### src/rtl/regfile_pkg.sv
// Shared register-file constants for decode, hazard logic and the register file.
package regfile_pkg;

   localparam int XLEN_DEF  = 32;
   localparam int NREGS_DEF = 32;
   localparam int REG_ZERO  = 0;

endpackage

### src/rtl/regfile_mp_if.sv
// Register-file bus: two read ports, two write-back ports, issue and flush.
interface regfile_mp_if
   import regfile_pkg::*;
#(
   parameter int XLEN = XLEN_DEF,
   parameter int AW   = $clog2(NREGS_DEF)
);

   logic [AW-1:0]   rs1_addr;
   logic [AW-1:0]   rs2_addr;
   logic [XLEN-1:0] rs1_data;
   logic [XLEN-1:0] rs2_data;
   logic            rs1_busy;
   logic            rs2_busy;
   logic            wr0_en;
   logic [AW-1:0]   wr0_addr;
   logic [XLEN-1:0] wr0_data;
   logic            wr1_en;
   logic [AW-1:0]   wr1_addr;
   logic [XLEN-1:0] wr1_data;
   logic            issue_en;
   logic [AW-1:0]   issue_rd;
   logic            flush;

   modport master (
      output rs1_addr, rs2_addr,
      output wr0_en, wr0_addr, wr0_data,
      output wr1_en, wr1_addr, wr1_data,
      output issue_en, issue_rd, flush,
      input  rs1_data, rs2_data, rs1_busy, rs2_busy
   );

   modport slave (
      input  rs1_addr, rs2_addr,
      input  wr0_en, wr0_addr, wr0_data,
      input  wr1_en, wr1_addr, wr1_data,
      input  issue_en, issue_rd, flush,
      output rs1_data, rs2_data, rs1_busy, rs2_busy
   );

endinterface

### src/rtl/regfile_scoreboard.sv
// Per-register busy bits tracking in-flight producers, with two busy read ports.
module regfile_scoreboard
   import regfile_pkg::*;
#(
   parameter int NREGS  = NREGS_DEF,
   parameter int BYPASS = 1,
   localparam int AW    = $clog2(NREGS)
) (
   input  logic          clk,
   input  logic          rst,
   input  logic          issue_en,
   input  logic [AW-1:0] issue_rd,
   input  logic          wr0_en,
   input  logic [AW-1:0] wr0_addr,
   input  logic          wr1_en,
   input  logic [AW-1:0] wr1_addr,
   input  logic          flush,
   input  logic [AW-1:0] rs1_addr,
   input  logic [AW-1:0] rs2_addr,
   output logic          rs1_busy,
   output logic          rs2_busy
);

   localparam logic [AW-1:0] ZERO_ADDR = AW'(REG_ZERO);

   logic [NREGS-1:0] busy;
   logic [NREGS-1:0] busy_nxt;
   logic             rs1_hit;
   logic             rs2_hit;

   // Next busy vector: applied lowest priority first so later lines override.
   always_comb begin
      busy_nxt = busy;
      if (wr0_en)   busy_nxt[wr0_addr] = 1'b0;
      if (wr1_en)   busy_nxt[wr1_addr] = 1'b0;
      if (issue_en) busy_nxt[issue_rd] = 1'b1;
      if (flush)    busy_nxt = '0;
      busy_nxt[REG_ZERO] = 1'b0;
   end

   // Busy vector register.
   always_ff @(posedge clk or posedge rst) begin
      if (rst) busy <= '0;
      else     busy <= busy_nxt;
   end

   // A completing write-back to the read address masks busy when bypassing.
   always_comb begin
      rs1_hit  = (rs1_addr != ZERO_ADDR) &&
                 ((wr0_en && wr0_addr == rs1_addr) || (wr1_en && wr1_addr == rs1_addr));
      rs2_hit  = (rs2_addr != ZERO_ADDR) &&
                 ((wr0_en && wr0_addr == rs2_addr) || (wr1_en && wr1_addr == rs2_addr));
      rs1_busy = busy[rs1_addr] && !((BYPASS != 0) && rs1_hit);
      rs2_busy = busy[rs2_addr] && !((BYPASS != 0) && rs2_hit);
   end

endmodule

### src/rtl/regfile_mp.sv
// Multi-port integer register file: 2 combinational reads, 2 write-backs, busy scoreboard.
module regfile_mp
   import regfile_pkg::*;
#(
   parameter int XLEN   = XLEN_DEF,
   parameter int NREGS  = NREGS_DEF,
   parameter int BYPASS = 1
) (
   input logic         clk,
   input logic         rst,
   regfile_mp_if.slave bus
);

   localparam int            AW        = $clog2(NREGS);
   localparam logic [AW-1:0] ZERO_ADDR = AW'(REG_ZERO);

   logic [XLEN-1:0] regs [NREGS];
   logic [XLEN-1:0] rs1_reg;
   logic [XLEN-1:0] rs2_reg;

   // Data array; port 1 is written last so it wins a same-address conflict.
   always_ff @(posedge clk or posedge rst) begin
      if (rst) begin
         for (int i = 0; i < NREGS; i++) regs[i] <= '0;
      end else begin
         if (bus.wr0_en && bus.wr0_addr != ZERO_ADDR) regs[bus.wr0_addr] <= bus.wr0_data;
         if (bus.wr1_en && bus.wr1_addr != ZERO_ADDR) regs[bus.wr1_addr] <= bus.wr1_data;
      end
   end

   // Registered-state reads; x0 is hard-wired to zero.
   always_comb begin
      rs1_reg = (bus.rs1_addr == ZERO_ADDR) ? '0 : regs[bus.rs1_addr];
      rs2_reg = (bus.rs2_addr == ZERO_ADDR) ? '0 : regs[bus.rs2_addr];
   end

   generate
      if (BYPASS != 0) begin : g_bypass
         // Forward same-cycle write data, port 1 over port 0; held off while in reset.
         always_comb begin
            bus.rs1_data = rs1_reg;
            bus.rs2_data = rs2_reg;
            if (!rst && bus.rs1_addr != ZERO_ADDR) begin
               if (bus.wr0_en && bus.wr0_addr == bus.rs1_addr) bus.rs1_data = bus.wr0_data;
               if (bus.wr1_en && bus.wr1_addr == bus.rs1_addr) bus.rs1_data = bus.wr1_data;
            end
            if (!rst && bus.rs2_addr != ZERO_ADDR) begin
               if (bus.wr0_en && bus.wr0_addr == bus.rs2_addr) bus.rs2_data = bus.wr0_data;
               if (bus.wr1_en && bus.wr1_addr == bus.rs2_addr) bus.rs2_data = bus.wr1_data;
            end
         end
      end else begin : g_no_bypass
         assign bus.rs1_data = rs1_reg;
         assign bus.rs2_data = rs2_reg;
      end
   endgenerate

   regfile_scoreboard #(
      .NREGS  (NREGS),
      .BYPASS (BYPASS)
   ) u_sb (
      .clk      (clk),
      .rst      (rst),
      .issue_en (bus.issue_en),
      .issue_rd (bus.issue_rd),
      .wr0_en   (bus.wr0_en),
      .wr0_addr (bus.wr0_addr),
      .wr1_en   (bus.wr1_en),
      .wr1_addr (bus.wr1_addr),
      .flush    (bus.flush),
      .rs1_addr (bus.rs1_addr),
      .rs2_addr (bus.rs2_addr),
      .rs1_busy (bus.rs1_busy),
      .rs2_busy (bus.rs2_busy)
   );

endmodule

### src/flat_wrapper.sv
// flat-port wrapper written by rule: the top's interface ports become plain ports
module regfile_mp_flat import regfile_pkg::*;
#(
   parameter int XLEN   = XLEN_DEF,
   parameter int NREGS  = NREGS_DEF,
   parameter int BYPASS = 1
)
  (clk, rst, bus_rs1_addr, bus_rs2_addr, bus_wr0_en, bus_wr0_addr, bus_wr0_data, bus_wr1_en, bus_wr1_addr, bus_wr1_data, bus_issue_en, bus_issue_rd, bus_flush, bus_rs1_data, bus_rs2_data, bus_rs1_busy, bus_rs2_busy);
  regfile_mp_if #(.XLEN(XLEN), .AW(5)) bus_i ();
  input logic clk;
  input logic rst;
  input wire logic [$bits(bus_i.rs1_addr)-1:0] bus_rs1_addr;
  input wire logic [$bits(bus_i.rs2_addr)-1:0] bus_rs2_addr;
  input wire logic [$bits(bus_i.wr0_en)-1:0] bus_wr0_en;
  input wire logic [$bits(bus_i.wr0_addr)-1:0] bus_wr0_addr;
  input wire logic [$bits(bus_i.wr0_data)-1:0] bus_wr0_data;
  input wire logic [$bits(bus_i.wr1_en)-1:0] bus_wr1_en;
  input wire logic [$bits(bus_i.wr1_addr)-1:0] bus_wr1_addr;
  input wire logic [$bits(bus_i.wr1_data)-1:0] bus_wr1_data;
  input wire logic [$bits(bus_i.issue_en)-1:0] bus_issue_en;
  input wire logic [$bits(bus_i.issue_rd)-1:0] bus_issue_rd;
  input wire logic [$bits(bus_i.flush)-1:0] bus_flush;
  output wire logic [$bits(bus_i.rs1_data)-1:0] bus_rs1_data;
  output wire logic [$bits(bus_i.rs2_data)-1:0] bus_rs2_data;
  output wire logic [$bits(bus_i.rs1_busy)-1:0] bus_rs1_busy;
  output wire logic [$bits(bus_i.rs2_busy)-1:0] bus_rs2_busy;
  assign bus_i.rs1_addr = bus_rs1_addr;
  assign bus_i.rs2_addr = bus_rs2_addr;
  assign bus_i.wr0_en = bus_wr0_en;
  assign bus_i.wr0_addr = bus_wr0_addr;
  assign bus_i.wr0_data = bus_wr0_data;
  assign bus_i.wr1_en = bus_wr1_en;
  assign bus_i.wr1_addr = bus_wr1_addr;
  assign bus_i.wr1_data = bus_wr1_data;
  assign bus_i.issue_en = bus_issue_en;
  assign bus_i.issue_rd = bus_issue_rd;
  assign bus_i.flush = bus_flush;
  assign bus_rs1_data = bus_i.rs1_data;
  assign bus_rs2_data = bus_i.rs2_data;
  assign bus_rs1_busy = bus_i.rs1_busy;
  assign bus_rs2_busy = bus_i.rs2_busy;
  regfile_mp #(.XLEN(XLEN), .NREGS(NREGS), .BYPASS(BYPASS)) u_core (.clk(clk), .rst(rst), .bus(bus_i));
endmodule
### config.mk
export PLATFORM = sky130hd
export DESIGN_NAME = regfile_mp_flat
export DESIGN_NICKNAME = d
export VERILOG_FILES = /design/src/rtl/regfile_pkg.sv /design/src/rtl/regfile_mp_if.sv /design/src/rtl/regfile_scoreboard.sv /design/src/rtl/regfile_mp.sv /design/src/flat_wrapper.sv
export SDC_FILE = /design/constraint.sdc
export NUM_CORES = 2
export LEC_CHECK = 0
export CAP_MARGIN = 25
export CORE_UTILIZATION = 40
export DETAILED_ROUTE_END_ITERATION = 10
export PLACE_DENSITY = 0.56
export SKIP_CTS_REPAIR_TIMING = 1
export SYNTH_ARGS = -nofsm -noshare
export SYNTH_HDL_FRONTEND = slang
export SYNTH_HIERARCHICAL = 1
export SYNTH_SLANG_ARGS = --single-unit
### constraint.sdc
create_clock -name clk -period 71.1 [get_ports clk]
set_input_delay 14.22 -clock clk [delete_from_list [all_inputs] [get_ports clk]]
set_output_delay 14.22 -clock clk [all_outputs]
set_load 0.01 [all_outputs]
==> impl_results.md <==
* Die width at 411.5 um
* Core Area at 165700 um^2
* #FFs+latches synth at 1055
* Final setup TNS at 0 ns
* Async S/R FF share, synth at 1.000
* RSZ-0062 raised after global routing: false
* Initial antenna violation count at 13
* R2r setup slk at 70.18 ns
* Num CTS Buffers at 118
* Synthesized area per cell at 10.43 um^2
* Crit. End Element: primary output
* CP max FO at 60
* Worst-Margin Slew at 1.223 ns
* Area delta synth->final at 10.77%
* WS Path Type: in -> out
* Post-route insts no fill at 8396
* Fin worst setup slack at 37.40 ns
* Worst-path clk slew at 0.06 ns
* H-tree depth at 3
* Starting Density at 0.4048
* Routability cong. at 0.8998
* Predominant post-synthesis flop cell: dfrtp_1
* CP Data Arrival Time at 19.48 ns
* Critical path data required time at 56.88 ns
* First-pass GRT wire length at 416.6 mm
* Sequential-to-total area share from yosys stat at 0.3935
* Hold path start: u_core/regs[1010]
* Syn_nets at 6526
* Detailed Route Iter0 Violations at 8491
* Synth Warn # at 6
* Cell Pwr Density at 27.90 nW/um^2
* Lkg Pwr at 30.94 nW
* Max Fclk at 0.02968 GHz
* Status: complete, no violations
* R2R depth at 3
* Slew Limit Fails at 0
* Detail Placement HPWL at 170.4 mm
* Clock buffer depth at 3
* Pwr Total at 0.002074 W
* CP endpoint: bus_rs1_data[2]
* WL final at 295.6 mm
* Syn Inst Count at 6431
* GRT Overall Usage at 0.3428
* Synth cell types at 74
* Pre-antenna DRT Iters at 8
* Layout cell share with drive strength beyond 1 at 0.1713
* CP Launch Point: bus_rs1_addr[0]
* CTS tree: built
* Antenna Violating Nets Remaining at 0
* Nets@finish at 6193
* MaxCap Viol Count at 0
* Peak VDD IR at 23.78 uV
* Clock latency on the worst-skew pair at 0.77 ns
* Placed instance count at 8160
* Post-synth top area cell: dfrtp_1
* Worst min path class: reg -> reg
* EDFF count, synth at 0
* Fin Clk Skew at 0 ns
* Worst R2R End: u_core/regs[899]
* Drt via density at 6.755
* CTS Sinks at 1055
* Root Buffer: clkbuf_16
* IO Port Bufs at 160
* Placed Instance Area at 70170 um^2
* Post-synth top area share at 0.3935
* Mapped Area at 67090 um^2
* Relative slew slack at 0.1781
* Post-route design area at 74320 um^2
* Ports at 161
* Floorplan row count at 149
* Fin crit period at 33.70 ns
* Number of global-route vias before repair at 53980
* Die Y at 411.5 um
* Final period util at 0.4739
* Synth area leaders: dfrtp_1 (39%), mux4_2 (17%), mux2i_1 (14%), a21oi_1 (5.6%), nor2_1 (4.9%)
* Die area at 169400 um^2
* Pre-CTS worst setup slack at 37.47 ns
* Via count at 56720
* WL per Instance at 35.21 um
* Setup-failing EPs final at 0
* Largest net degree at the start of global routing at 156
* DRC at 0
* Hold Vio Cnt, Final at 0
* Type of origin of the critical path: input port
* Grt ovf at 0
* Worst r2r src: u_core/regs[899]
==> logic make-up (layout without fill, tap and decap cells) <==
group           Yosys count  count (layout)  share of synthesized area
buf+inv                 845             609                    0.05531
simple gates           1452            1452                    0.09082
other cells               0              12                          0
mux                    1451            1451                     0.3133
flops                  1055            1055                     0.3935
xor+xnor                 40              40                   0.005222
compound gates         1588            1588                     0.1419
==> cell usage after synthesis (8+ instances only) <==
cell,count
nor3b_1,15
a22o_1,15
mux4_2,516
o41ai_1,9
xor2_1,17
o22ai_1,110
nor2b_1,15
nor4b_1,21
a22oi_1,211
clkbuf_2,11
buf_2,199
o211ai_1,19
a21oi_1,748
buf_4,51
nand2_1,364
buf_1,60
a21o_1,11
o32ai_1,19
buf_6,10
and3_1,13
nor2_1,877
nor3_1,18
a32oi_1,113
or2_2,17
nand2b_1,13
clkbuf_1,508
nand4_1,8
o21ai_1,13
a32o_1,14
nor4_1,24
xnor2_1,23
mux2i_1,928
nand3_1,24
a211oi_1,19
o21ai_0,259
dfrtp_1,1055
==> through the flow <==
stage	utilization	hold WS [ns]
floorplan	-	0.4413
global placement	0.4219	0.3764
detailed placement	0.4234	0.3820
CTS	0.4475	0.3964
global route	0.4482	0.4057
finish	0.4484	0.3960
==> state kept, by name, summed over array words and instances, names as in the netlist <==
signal            cells
u_core/regs        1024
u_core/u_sb/busy     31
==> worst min-delay path by stage <==
stage                                   end  slack [ns]  cells past startpoint
after floorplan           u_core/regs[1000]        0.44                      1
after global placement     u_core/regs[996]        0.38                      0
after detailed placement  u_core/regs[1004]        0.38                      0
after CTS                 u_core/regs[1011]        0.40                      0
after global routing      u_core/regs[1011]        0.41                      0
final                     u_core/regs[1010]        0.40                      0
==> layer usage <==
layer  vias to the layer above  global-route usage  part of all wire
li1                      23140                   -                 -
met1                     28600              0.4447              0.38
met2                      4010              0.5113              0.44
met3                       947             0.09570              0.11
met4                        18              0.2001             0.065
met5                         -            0.004240           0.00068
==> worst max-delay path, cell delays in order <==
cell and delay (ns):
buf_8 0.56, buf_4 0.79, buf_4 0.75, buf_4 0.85, mux4_2 0.60, o22ai_1 0.17
nor2_1 0.06, o21ai_0 0.54, nor3_1 0.24, clkdlybuf4s50_1 0.56
==> where the power goes <==
group / internal [W] / leakage (nW) / switching [W]
clock: 0.000369 / 1.98 / 0.000275
sequential: 0.000754 / 12.8 / 0.000128
combinational: 0.000286 / 16.1 / 0.000260
==> layout make-up <==
type                    instances  area [um^2]
fillers                     15280        91420
multi-input cells            4531        37520
flip-flops and latches       1055        26400
repair buffers                387         3603
clock buffers                 181         3563
well taps                    2189         2739
clock inverters                36        434.2
diodes                         12        30.03
inverters                       5        26.28
==> cells in the final DEF, fill, tap and decap left out, types with 24 or more instances in the layout <==
cell             instances
dfrtp_1               1055
clkbuf_16              121
mux4_2                 516
o22ai_1                110
a21oi_1                747
o21ai_0                259
clkbuf_8                31
clkdlybuf4s50_1        150
a32oi_1                113
nand2_4                 24
nand2_1                333
nor2_1                 858
buf_4                  206
mux2i_1                928
a22oi_1                211
clkbuf_1                29
(Power assumes the default switching activity.)
